## config.mk

```make
export PLATFORM = sky130hd
export DESIGN_NAME = uart_tx_framer
export DESIGN_NICKNAME = d
export VERILOG_FILES = /design/src/rtl/uart_tx_framer.sv
export SDC_FILE = /design/constraint.sdc
export NUM_CORES = 1
export LEC_CHECK = 0
export BUFFER_PORTS_ARGS = -buffer_cell sky130_fd_sc_hd__buf_4
export CORE_MARGIN = 2
export CORE_UTILIZATION = 60
export CTS_CLUSTER_DIAMETER = 120
export DETAILED_ROUTE_END_ITERATION = 16
export GPL_ROUTABILITY_DRIVEN = 0
export PLACE_DENSITY = 0.88
export SKIP_CTS_REPAIR_TIMING = 1
export SLEW_MARGIN = 20
export SYNTH_ARGS = -nofsm -noshare
export SYNTH_HDL_FRONTEND = slang
export SYNTH_SLANG_ARGS = --single-unit
```

## constraint.sdc

```tcl
create_clock -name clk -period 4.9 [get_ports clk]
set_input_delay 0.49 -clock clk [delete_from_list [all_inputs] [get_ports clk]]
set_output_delay 0.49 -clock clk [all_outputs]
set_load 0.01 [all_outputs]
```

## src/rtl/uart_tx_framer.sv

```systemverilog
// ---------------------------------------------------------------------------
// uart_tx_framer
//   Buffered UART transmitter. Bytes go into a FIFO_DEPTH-entry FIFO and are
//   sent on tx with a frame format chosen at runtime: 5-8 data bits,
//   none/even/odd parity, and 1 or 2 stop bits. The format is sampled when a
//   byte is popped. Frames can follow each other with no idle bit between
//   them. Every change on tx happens on a baud_tick.
//
// Optional feature (macro UART_TX_CTS_EN):
//   Adds the cts_n input (active-low clear-to-send, already synchronised).
//   A new frame is started only while cts_n is low. A frame that has already
//   started always runs to the end. When the macro is not defined, the block
//   acts as if cts_n were tied low.
//
// Ports:
//   clk, rstn        system clock, async active-low reset
//   baud_tick        one-cycle pulse per bit period
//   cfg_data_bits    00=5, 01=6, 10=7, 11=8 data bits
//   cfg_parity       00/11=none, 01=even, 10=odd
//   cfg_stop2        1 = two stop bits
//   tx_data/valid    enqueue request (dropped while full)
//   tx_ready         FIFO not full
//   tx               serial line, idle high
//   busy             frame in progress
//   fifo_count       FIFO occupancy
//   cts_n            (UART_TX_CTS_EN only) clear-to-send, active low
// ---------------------------------------------------------------------------
module uart_tx_framer #(
    parameter int  FIFO_DEPTH = 16,
    localparam int FIFO_BITS  = $clog2(FIFO_DEPTH)
) (
    input  logic                 clk,
    input  logic                 rstn,
    input  logic                 baud_tick,
`ifdef UART_TX_CTS_EN
    input  logic                 cts_n,
`endif
    input  logic [1:0]           cfg_data_bits,
    input  logic [1:0]           cfg_parity,
    input  logic                 cfg_stop2,
    input  logic [7:0]           tx_data,
    input  logic                 tx_valid,
    output logic                 tx_ready,
    output logic                 tx,
    output logic                 busy,
    output logic [FIFO_BITS:0]   fifo_count
);

    typedef enum logic [2:0] {
        S_IDLE,
        S_START,
        S_DATA,
        S_PARITY,
        S_STOP
    } state_e;

    // ---------------- FIFO ----------------
    // The pointers carry one extra wrap bit, so full and empty can be told
    // apart without a separate counter.
    logic [7:0]           mem_q [FIFO_DEPTH];
    logic [FIFO_BITS:0]   wr_ptr_q, wr_ptr_d;
    logic [FIFO_BITS:0]   rd_ptr_q, rd_ptr_d;
    logic                 empty, full, push, pop;
    logic [7:0]           head;

    assign empty = (rd_ptr_q == wr_ptr_q);
    assign full  = (wr_ptr_q[FIFO_BITS] != rd_ptr_q[FIFO_BITS]) &&
                   (wr_ptr_q[FIFO_BITS-1:0] == rd_ptr_q[FIFO_BITS-1:0]);
    assign push  = tx_valid && !full;
    assign head  = mem_q[rd_ptr_q[FIFO_BITS-1:0]];

    assign tx_ready   = !full;
    assign fifo_count = wr_ptr_q - rd_ptr_q;

    always_comb begin
        wr_ptr_d = wr_ptr_q + {{FIFO_BITS{1'b0}}, push};
        rd_ptr_d = rd_ptr_q + {{FIFO_BITS{1'b0}}, pop};
    end

    // The storage has no reset. A reset only clears the pointers.
    always_ff @(posedge clk) begin
        if (push) begin
            mem_q[wr_ptr_q[FIFO_BITS-1:0]] <= tx_data;
        end
    end

    // ---------------- clear-to-send ----------------
    logic cts_ok;
`ifdef UART_TX_CTS_EN
    assign cts_ok = !cts_n;
`else
    assign cts_ok = 1'b1;
`endif

    // ---------------- framer ----------------
    state_e      state_q, state_d;
    logic        tx_q, tx_d;
    logic [7:0]  shift_q, shift_d;
    logic [3:0]  bit_cnt_q, bit_cnt_d;
    logic        stop_cnt_q, stop_cnt_d;
    // Frame format captured when the byte is popped.
    logic [1:0]  dbits_q, dbits_d;
    logic        par_en_q, par_en_d;
    logic        par_odd_q, par_odd_d;
    logic        stop2_q, stop2_d;

    logic [3:0]  nbits;
    logic [7:0]  data_mask;
    logic        parity_bit;
    logic        can_pop;

    assign nbits   = 4'd5 + {2'b00, dbits_q};
    assign can_pop = !empty && cts_ok;

    always_comb begin
        data_mask = 8'hFF;
        case (dbits_q)
            2'b00:   data_mask = 8'h1F;
            2'b01:   data_mask = 8'h3F;
            2'b10:   data_mask = 8'h7F;
            default: data_mask = 8'hFF;
        endcase
    end

    // The mask keeps bits above the data width out of the parity.
    assign parity_bit = (^(shift_q & data_mask)) ^ par_odd_q;

    always_comb begin
        state_d    = state_q;
        tx_d       = tx_q;
        shift_d    = shift_q;
        bit_cnt_d  = bit_cnt_q;
        stop_cnt_d = stop_cnt_q;
        dbits_d    = dbits_q;
        par_en_d   = par_en_q;
        par_odd_d  = par_odd_q;
        stop2_d    = stop2_q;
        pop        = 1'b0;

        if (baud_tick) begin
            case (state_q)
                S_IDLE: begin
                    if (can_pop) begin
                        pop = 1'b1;
                    end else begin
                        tx_d = 1'b1;
                    end
                end
                S_START: begin
                    tx_d      = shift_q[0];
                    bit_cnt_d = 4'd1;
                    state_d   = S_DATA;
                end
                S_DATA: begin
                    if (bit_cnt_q < nbits) begin
                        tx_d      = shift_q[bit_cnt_q[2:0]];
                        bit_cnt_d = bit_cnt_q + 4'd1;
                    end else if (par_en_q) begin
                        tx_d    = parity_bit;
                        state_d = S_PARITY;
                    end else begin
                        tx_d       = 1'b1;
                        stop_cnt_d = 1'b0;
                        state_d    = S_STOP;
                    end
                end
                S_PARITY: begin
                    tx_d       = 1'b1;
                    stop_cnt_d = 1'b0;
                    state_d    = S_STOP;
                end
                S_STOP: begin
                    if (stop2_q && !stop_cnt_q) begin
                        tx_d       = 1'b1;
                        stop_cnt_d = 1'b1;
                    end else if (can_pop) begin
                        // The next frame starts right after the last stop
                        // bit, with no idle bit between.
                        pop = 1'b1;
                    end else begin
                        tx_d    = 1'b1;
                        state_d = S_IDLE;
                    end
                end
                default: begin
                    tx_d    = 1'b1;
                    state_d = S_IDLE;
                end
            endcase

            if (pop) begin
                shift_d   = head;
                dbits_d   = cfg_data_bits;
                par_en_d  = (cfg_parity == 2'b01) || (cfg_parity == 2'b10);
                par_odd_d = (cfg_parity == 2'b10);
                stop2_d   = cfg_stop2;
                tx_d      = 1'b0;
                state_d   = S_START;
            end
        end
    end

    always_ff @(posedge clk or negedge rstn) begin
        if (!rstn) begin
            state_q    <= S_IDLE;
            tx_q       <= 1'b1;
            shift_q    <= 8'h00;
            bit_cnt_q  <= 4'd0;
            stop_cnt_q <= 1'b0;
            dbits_q    <= 2'b11;
            par_en_q   <= 1'b0;
            par_odd_q  <= 1'b0;
            stop2_q    <= 1'b0;
            wr_ptr_q   <= '0;
            rd_ptr_q   <= '0;
        end else begin
            state_q    <= state_d;
            tx_q       <= tx_d;
            shift_q    <= shift_d;
            bit_cnt_q  <= bit_cnt_d;
            stop_cnt_q <= stop_cnt_d;
            dbits_q    <= dbits_d;
            par_en_q   <= par_en_d;
            par_odd_q  <= par_odd_d;
            stop2_q    <= stop2_d;
            wr_ptr_q   <= wr_ptr_d;
            rd_ptr_q   <= rd_ptr_d;
        end
    end

    assign tx   = tx_q;
    assign busy = (state_q != S_IDLE);

endmodule

```

Word-level counts from Yosys, hierarchy flattened. Memories as Yosys holds them, arrays and structs flattened. A register that Yosys moved wholly into a read port is not among the register bits. Index checks and enable logic that the tools add are counted.

Eq/ne operators: 19. Reductions and logical operators: 17. Add/sub/neg operators: 5. Order comparisons: 2. Muxes and demuxes: 28. Bitwise logic cells: 2.

Operator list (number): $pmux 8 s3 (1); $mux 1 (15); $mux 3 (5); $pmux 3 s5 (1); $add 5x1->5 (2); $ne 2x2->1 const B (5); $reduce_and 5->1 (2); $ne 3x3->1 const B (3); $and 8x8->8 (1); $pmux 4 s2 (1); $reduce_xor 8->1 (1); $eq 3x2->1 const B (2); $reduce_bool 3->1 (2); $eq 5x5->1 (1); $sub 5x5->5 (1); $add 3x2->4 const A (1); $add 4x1->4 const B (1); $eq 2x1->1 const B (2); $eq 2x2->1 const B (2); $eq 4x4->1 (1); $lt 3x4->1 const B (1); $lt 4x4->1 (1); $mux 4 (1); $pmux 1 s4 (1); 15 further kinds (19).

Memories: 1. Word-level logic and storage cells: 84. Input port bits: 17. Memory bits (writable): 128. Flip-flop bits (word level): 24.

Memories: mem_q (depth 16, bits a word 8, rd ports 1, clocked after Yosys merged registers in 1, wr ports 1, RTL line 60) `logic [7:0] mem_q [FIFO_DEPTH];`.

Depth between registers and ports, before layout. Gate-level depths: netlist of the first run.

Depth after elaboration: 9. Depth in mapped cells: 12.

Worst setup path before layout of the first run. OpenSTA, ideal clock, no wires.

Path type: flip-flop to flip-flop. Start: register rd_ptr_q[1]. End: memory mem_q[0][0], enable pin. Period minus slack after synthesis: 3.400 ns. Path buffers: 3. Setup slack: 1.500 ns. Setup time: 0.383 ns. Cell stages (with the launch flop): 11. Arrival time: 3.016 ns. Data required time: 4.517 ns. Path through: dfrtp_1 -> clkbuf_1 -> buf_1 -> inv_1 -> ha_1 -> nand4_1 -> nand2b_1 -> and2_1 -> clkbuf_1 -> or3b_2 -> nor3_1.

Longest elaborated chain between the ends: 6.

RTL lines: start: declaration (RTL line 62) `logic [FIFO_BITS:0] rd_ptr_q, rd_ptr_d;`; start signal: assignment (RTL line 227) `rd_ptr_q <= rd_ptr_d;`; $eq 4x4->1 (RTL line 68) `(wr_ptr_q[FIFO_BITS-1:0] == rd_ptr_q[FIFO_BITS-1:0]);`; $logic_and 1x1->1 (RTL line 67) `assign full = (wr_ptr_q[FIFO_BITS] != rd_ptr_q[FIFO_BITS]) &&`; $logic_not 1->1; via tx_ready (RTL line 43) `output logic tx_ready,`; $logic_and 1x1->1 (RTL line 69) `assign push = tx_valid && !full;`; $mux 1 (RTL line 82) `if (push) begin`; $mux 1 (implied by the code) (RTL line 83) `mem_q[wr_ptr_q[FIFO_BITS-1:0]] <= tx_data;`; end: declaration (RTL line 60).

The timed path passes the listed nets, and every way through them passes these cells.

Final worst setup path of the first run.
Start: register rd_ptr_q[2]. End: memory mem_q[2][6], enable pin.

Longest elaborated chain between the ends: 6.

RTL lines (RTL line): $eq 4x4->1 (68); $logic_and 1x1->1 (67); $logic_not 1->1 (69); $logic_and 1x1->1 (69); $mux 1 (82); $mux 1 (implied by the code) (83).

No other way between the ends.

==> results.md, run 1 <==
* Status: finished, final reports clean
* Final period util at 0.641
* TritonCTS Buffers at 17
* CTS tree: done
* Gate Count Post-Synth at 385
* WHS Path Cells at 3
* First-pass GRT wire length at 22000 um
* GR Overflow Total at 0
* Final #Nets at 454
* Async set or reset register ratio after synthesis at 0.200
* Reg2reg setup slack at 1.76 ns
* Synth Area in Adders at 0.0341
* Reg2reg start: rd_ptr_q[2]
* Sink Count at 160
* Total core area at 11000 um2
* Netlist cell types at 44
* Most used DFF post-synth: edfxtp_1
* Final Hold Viols at 0
* Worst-case headroom to the max-slew limit at 0.447
* Largest family of logic cells by synthesized area: multiplexers
* Die area at 12300 um2
* Max cap viols at 0
* Highest metal used: met5
* Unrepaired setup endpoints after global routing: false
* Crit path launch type: flop
* Max frequency at 318 MHz
* Worst hold path endpoint: stop2_q
* Starting Density at 0.622
* Max Clock Skew at 0.00825 ns
* Post-synthesis mux area share at 0.156
* Worst-case clock buffer depth at 2
* Pwr Density at 650 nW/um2
* Yosys top cell area share at 0.563
* Worst min path class: primary input to flop
* Hpwl dp at 8880 um
* Area occupied by multi-input gates at 2050 um2
* Fin cells at 572
* Worst Tran Pin Value at 0.826 ns
* Avg WL per Cell at 24.4 um
* Final min period at 3.14 ns
* Syn Area/Cell at 17.7 um2
* WP data arrival at 3.20 ns
* # fillers at 639
* Mapped Nets at 420
* Synth area leaders: edfxtp_1 (56%), mux4_2 (14%), dfrtp_1 (11%)
* Initial antenna violation count at 1
* Port bufs at 24
* Drt drc at 0
* Crit. End Element: flop
* Cell taking the most area after synthesis: edfxtp_1
* FP Rows at 38
* Largest delay share family, worst path: simple AND/OR/NAND/NOR gates
* Post-Syn Area at 6830 um2
* EDFF count, synth at 128
* Root buf cell: clkbuf_16
* Yosys warnings at 0
* Met2 WL post-DR at 7130 um
* Largest net degree at the start of global routing at 36
* Post-synthesis sequential area ratio at 0.680
* Skew-Pair Late Insertion Delay at 0.43 ns
* H-tree depth at 4
* Core Util, Final at 0.711
* Placed insts at 539
* Sequential Area at 4650 um2
* Routed Antenna Nets at 0
* CP cell instances: inv_1 -> ha_1 -> nand4_1 -> nand2b_1 -> and2_1 -> or3b_2 -> nor2_1
* Tot GR Track Use at 0.248
* Die Wd at 111 um
* Final setup vio count at 0
* DR vias/cell at 6.32
* DR pass1 iterations at 5
* CTS clk-pin slew, worst paths at 0.07 ns
* Seq cells post-synth at 160
* Via count at 3616
* CP max stage delay at 0.66 ns
* Simple-gate area share of the yosys netlist at 0.0491
* CP max stage cell: dfrtp_1
* Setup TNS at 0 ns
* Post-synthesis compound-gate area fraction at 0.0381
* Vias in the first global route at 3825
* DRT met1 WL at 5330 um
* Detailed Route Iter0 Violations at 422
* Max FO, Critical Path at 12
* Req. time, crit path at 4.96 ns
* WP depth at 7
* Maximum vdd drop at 0.411 mV
* Ports at 25
* Lkg Pwr at 2.79 nW
* Crit Path Class: flop to flop
* Inserted Diodes at 0
* WL met3 at 1130 um
* R2R depth at 7
* Layout cells sized above 1 at 0.285
* Xor/xnor cell area share of the yosys netlist at 0.0205
* HP Start: cfg_stop2
* Routed WL at 14000 um
* Slew Viols, Final at 0
* Worst Path Buf+Inv at 1
* Reg-to-reg endpoint: mem_q[2][6]
* Die H at 111 um
* Area delta synth->final at 14.3%
flip-flops by register name (all words and copies together), names as in the netlist:
name	flops
dbits_q	2
tx	1
mem_q	128
shift_q	8
stop2_q	1
par_en_q	1
bit_cnt_q	4
par_odd_q	1
state_q	3
wr_ptr_q	5
rd_ptr_q	5
stop_cnt_q	1
cell type report:
type                    instances  share of cell area
repair buffers                 30              0.0291
multi-input cells             192               0.262
clock inverters                15              0.0282
clock buffers                  17              0.0545
inverters                      18             0.00865
flip-flops and latches        160               0.595
well taps                     140              0.0224
synth_stat cells, drive strengths merged (2+ instances only):
cell    instances
dfrtp          29
ha             17
a22o            2
nand4           2
a21o            2
mux4           42
nand3           7
nand3b          6
inv            18
nor2           15
o21ai          14
or3b            2
nor3            5
a21oi           5
a32o            2
o31ai           4
nand2          16
xor2            6
buf             6
mux2           10
xnor2          10
nor3b           2
edfxtp        128
clkbuf          9
dfstp           3
a21boi          2
nor2b           7
worst max-delay path by stage:
stage / startpoint / to
floorplan: rd_ptr_q[1] / mem_q[0][0]
global placement: rd_ptr_q[2] / mem_q[0][2]
detailed placement: rd_ptr_q[2] / mem_q[0][6]
CTS: rd_ptr_q[2] / mem_q[0][2]
global route: rd_ptr_q[2] / mem_q[2][6]
finish: rd_ptr_q[2] / mem_q[2][6]
power by group:
group | internal (W) | total [W] | switching (W)
logic | 0.000855 | 0.00172 | 0.000861
clock network | 0.000871 | 0.00143 | 0.000563
registers | 0.00172 | 0.00192 | 0.000207
routing by layer:
layer  global-route usage  vias up
li1                     -     1584
met1                0.310     1838
met2                0.395      165
met3               0.0995       27
met4               0.0975        2
met5                    0        -
tightest hold or removal path: stages:
cell and delay, ns:
buf_4 0.08, nand2_1 0.04, nand2_1 0.05
stage by stage:
step | total power (W) | instance area, um2 | setup WS [ns] | hold slack, ns
after floorplan | 0.00314 | 6830 | 1.50 | 0.194
after global placement | 0.00357 | 7150 | 1.70 | 0.448
after detailed placement | 0.00366 | 7150 | 1.46 | 0.453
after CTS | 0.00511 | 7800 | 1.49 | -0.0154
after global routing | 0.00533 | 7810 | 1.53 | 0.241
final | 0.00507 | 7810 | 1.76 | 0.256
placed cells by master, fill, tap and decap left out, types with 14 or more instances in the layout:
master       n
nand2_1     16
o21ai_0     14
ha_1        17
edfxtp_1   128
inv_1       17
dfrtp_1     28
mux4_2      42
nor2_1      15
buf_4       29
clkbuf_16   17
kinds of logic after synthesis:
family	after synthesis
muxes	53
buffers and inverters	33
xor gates and xnor gates	16
AOI/OAI and AO/OA	39
and+or+nand+nor	66
DFF	160
adders and majority gates	18
(Power assumes the default switching activity.)
==> run 2, diff against run 1 <==
==> constraint.sdc (replaced) <==
create_clock -name clk -period 3.18 [get_ports clk]
set_input_delay 0.318 -clock clk [delete_from_list [all_inputs] [get_ports clk]]
set_output_delay 0.318 -clock clk [all_outputs]
set_load 0.01 [all_outputs]
==> results.md, run 2 (same netlist as run 1, synthesis figures left out) <==
* Status: finished, final reports clean
* CTS clk-pin slew, worst paths at 0.06 ns (about the same)
* Crit path launch type: flop
* Die Wd at 111 um (unchanged)
* CP max stage delay at 0.60 ns (-0.06 ns)
* Die area at 12300 um2 (unchanged)
* Reg-to-reg endpoint: mem_q[3][4]
* Max Clock Skew at 0.00786 ns (-0.000397 ns)
* Routed WL at 13700 um (-1.9%)
* Via count at 3675 (+1.6%)
* Final setup vio count at 0 (unchanged)
* FP Rows at 38 (unchanged)
* Lkg Pwr at 2.81 nW (+0.76%)
* Slew Viols, Final at 0 (unchanged)
* Worst min path class: primary input to flop
* Setup TNS at 0 ns (unchanged)
* Worst Tran Pin Value at 0.921 ns (+0.0944 ns)
* Crit. End Element: flop
* CP max stage cell: nor2_1
* Detailed Route Iter0 Violations at 389 (-7.8%)
* Commonest non-fill, non-tap cells in the layout: edfxtp_1 (128), mux4_2 (42), buf_4 (42)
* Worst-case clock buffer depth at 2 (unchanged)
* First-pass GRT wire length at 21300 um (-3.0%)
* R2R depth at 6 (-1)
* Total core area at 11000 um2 (unchanged)
* Hpwl dp at 9050 um (+2.0%)
* Tot GR Track Use at 0.239 (-0.00933)
* CTS tree: done
* Sink Count at 160 (unchanged)
* Worst Path Buf+Inv at 0 (-1)
* CP cell instances: ha_1 -> nand4_1 -> nand2b_1 -> and2_1 -> or3b_2 -> nor2_1
* Layout cells sized above 1 at 0.294 (+0.00966)
* Avg WL per Cell at 23.4 um (-4.2%)
* Worst-case headroom to the max-slew limit at 0.384 (-0.0632)
* Port bufs at 24 (unchanged)
* Ports at 25 (unchanged)
* Placed insts at 552 (+2.4%)
* Largest delay share family, worst path: simple AND/OR/NAND/NOR gates
* Unrepaired setup endpoints after global routing: false
* DR pass1 iterations at 4 (-1)
* WP data arrival at 3.00 ns (-0.20 ns)
* Reg2reg start: wr_ptr_q[2]
* Final Hold Viols at 0 (unchanged)
* Starting Density at 0.622 (unchanged)
* Core Util, Final at 0.713 (+0.00171)
* WHS Path Cells at 3 (unchanged)
* Routed Antenna Nets at 0 (unchanged)
* Final #Nets at 467 (+2.9%)
* Largest net degree at the start of global routing at 36 (unchanged)
* Drt drc at 0 (unchanged)
* Fin cells at 586 (+2.4%)
* Worst hold path endpoint: stop2_q
* WP depth at 6 (-1)
* GR Overflow Total at 0 (unchanged)
* TritonCTS Buffers at 17 (unchanged)
* Pwr Density at 973 nW/um2 (+50%)
* DP Worst Slack at 0.285 ns (-1.18 ns)
* # fillers at 620 (-3.0%)
* Vias in the first global route at 3813 (-0.31%)
* Reg2reg setup slack at 0.23 ns (-1.52 ns)
* Req. time, crit path at 3.23 ns (-1.73 ns)
* Skew-Pair Late Insertion Delay at 0.42 ns (about the same)
* Max frequency at 340 MHz (+6.7%)
* Initial antenna violation count at 2 (+1)
* Final period util at 0.926 (+0.285)
* Die H at 111 um (unchanged)
* Final min period at 2.95 ns (-0.198 ns)
* Root buf cell: clkbuf_16
* Area delta synth->final at 14.6%
* Max FO, Critical Path at 8 (-4)
* Max reg flops at 128 (unchanged)
* Max cap viols at 0 (unchanged)
* H-tree depth at 4 (unchanged)
* Crit Path Class: flop to flop
* HP Start: cfg_stop2
* Final WS setup at 0.235 ns (-1.52 ns)
* Maximum vdd drop at 1.01 mV (+150%)
* DR vias/cell at 6.27 (-0.80%)
* Commonest non-fill, non-tap cell in the layout: edfxtp_1
## run 2: cell count changes in the layout (fill, tap and decap cells not counted), sizes merged
cell      before  now
buf           29   42
inv           26   22
bufinv         4    2
clkbuf        17   19
clkinv         3    5
clkinvlp       0    2
diode          0    1
## run 2: through the flow
| stage | hold slack (ns) | area (um2) | power [W] |
|---|---|---|---|
| 3_5_place_dp | 0.279 | 7250 | 0.00569 |
| 4_1_cts | -0.178 | 7820 | 0.00766 |
| 5_1_grt | 0.0938 | 7830 | 0.00799 |
| 6_report | 0.0944 | 7830 | 0.00762 |
| 2_1_floorplan | 0.0224 | 6840 | 0.00484 |
| 3_3_place_gp | 0.272 | 7250 | 0.00554 |
## run 2: per-layer routing
metal,GRT usage,vias up,share of wire
met2,0.392,167,0.52
met4,0.0925,0,0.019
met5,0,-,0
met3,0.0837,22,0.082
li1,-,1607,-
met1,0.296,1879,0.38
## run 2: worst max-delay path by stage
stage                startpoint          end
finish              wr_ptr_q[2]  mem_q[3][4]
global placement    wr_ptr_q[2]  mem_q[3][5]
global route        wr_ptr_q[2]  mem_q[3][4]
detailed placement  wr_ptr_q[2]  mem_q[3][6]
floorplan           rd_ptr_q[1]  mem_q[1][0]
CTS                 wr_ptr_q[2]  mem_q[3][4]
## run 2: layout make-up
| cell class | instances | area (um2) | area share |
|---|---|---|---|
| Antenna cell | 1 | 2.50 | 0.000320 |
| Clock buffer | 19 | 433 | 0.0553 |
| Clock inverter | 13 | 136 | 0.0174 |
| Inverter | 18 | 67.6 | 0.00863 |
| Multi-Input combinational cell | 192 | 2040 | 0.261 |
| Sequential cell | 160 | 4650 | 0.594 |
| Tap cell | 140 | 175 | 0.0224 |
| Timing Repair Buffer | 43 | 325 | 0.0415 |
## run 2: worst reg2reg max path, delay by kind of cell, from the launching register on
| family | cells | cell delay, ns |
|---|---|---|
| fa+ha+maj | 1 | 0.40 |
| flops | 1 | 0.48 |
| simple gates | 5 | 1.70 |
## run 2: where the power goes
group	total [W]	switching (W)	internal [W]
sequential	0.00291	0.000268	0.00265
clock	0.00196	0.000800	0.00116
combinational	0.00275	0.00138	0.00137
total	0.00762	0.00245	0.00517
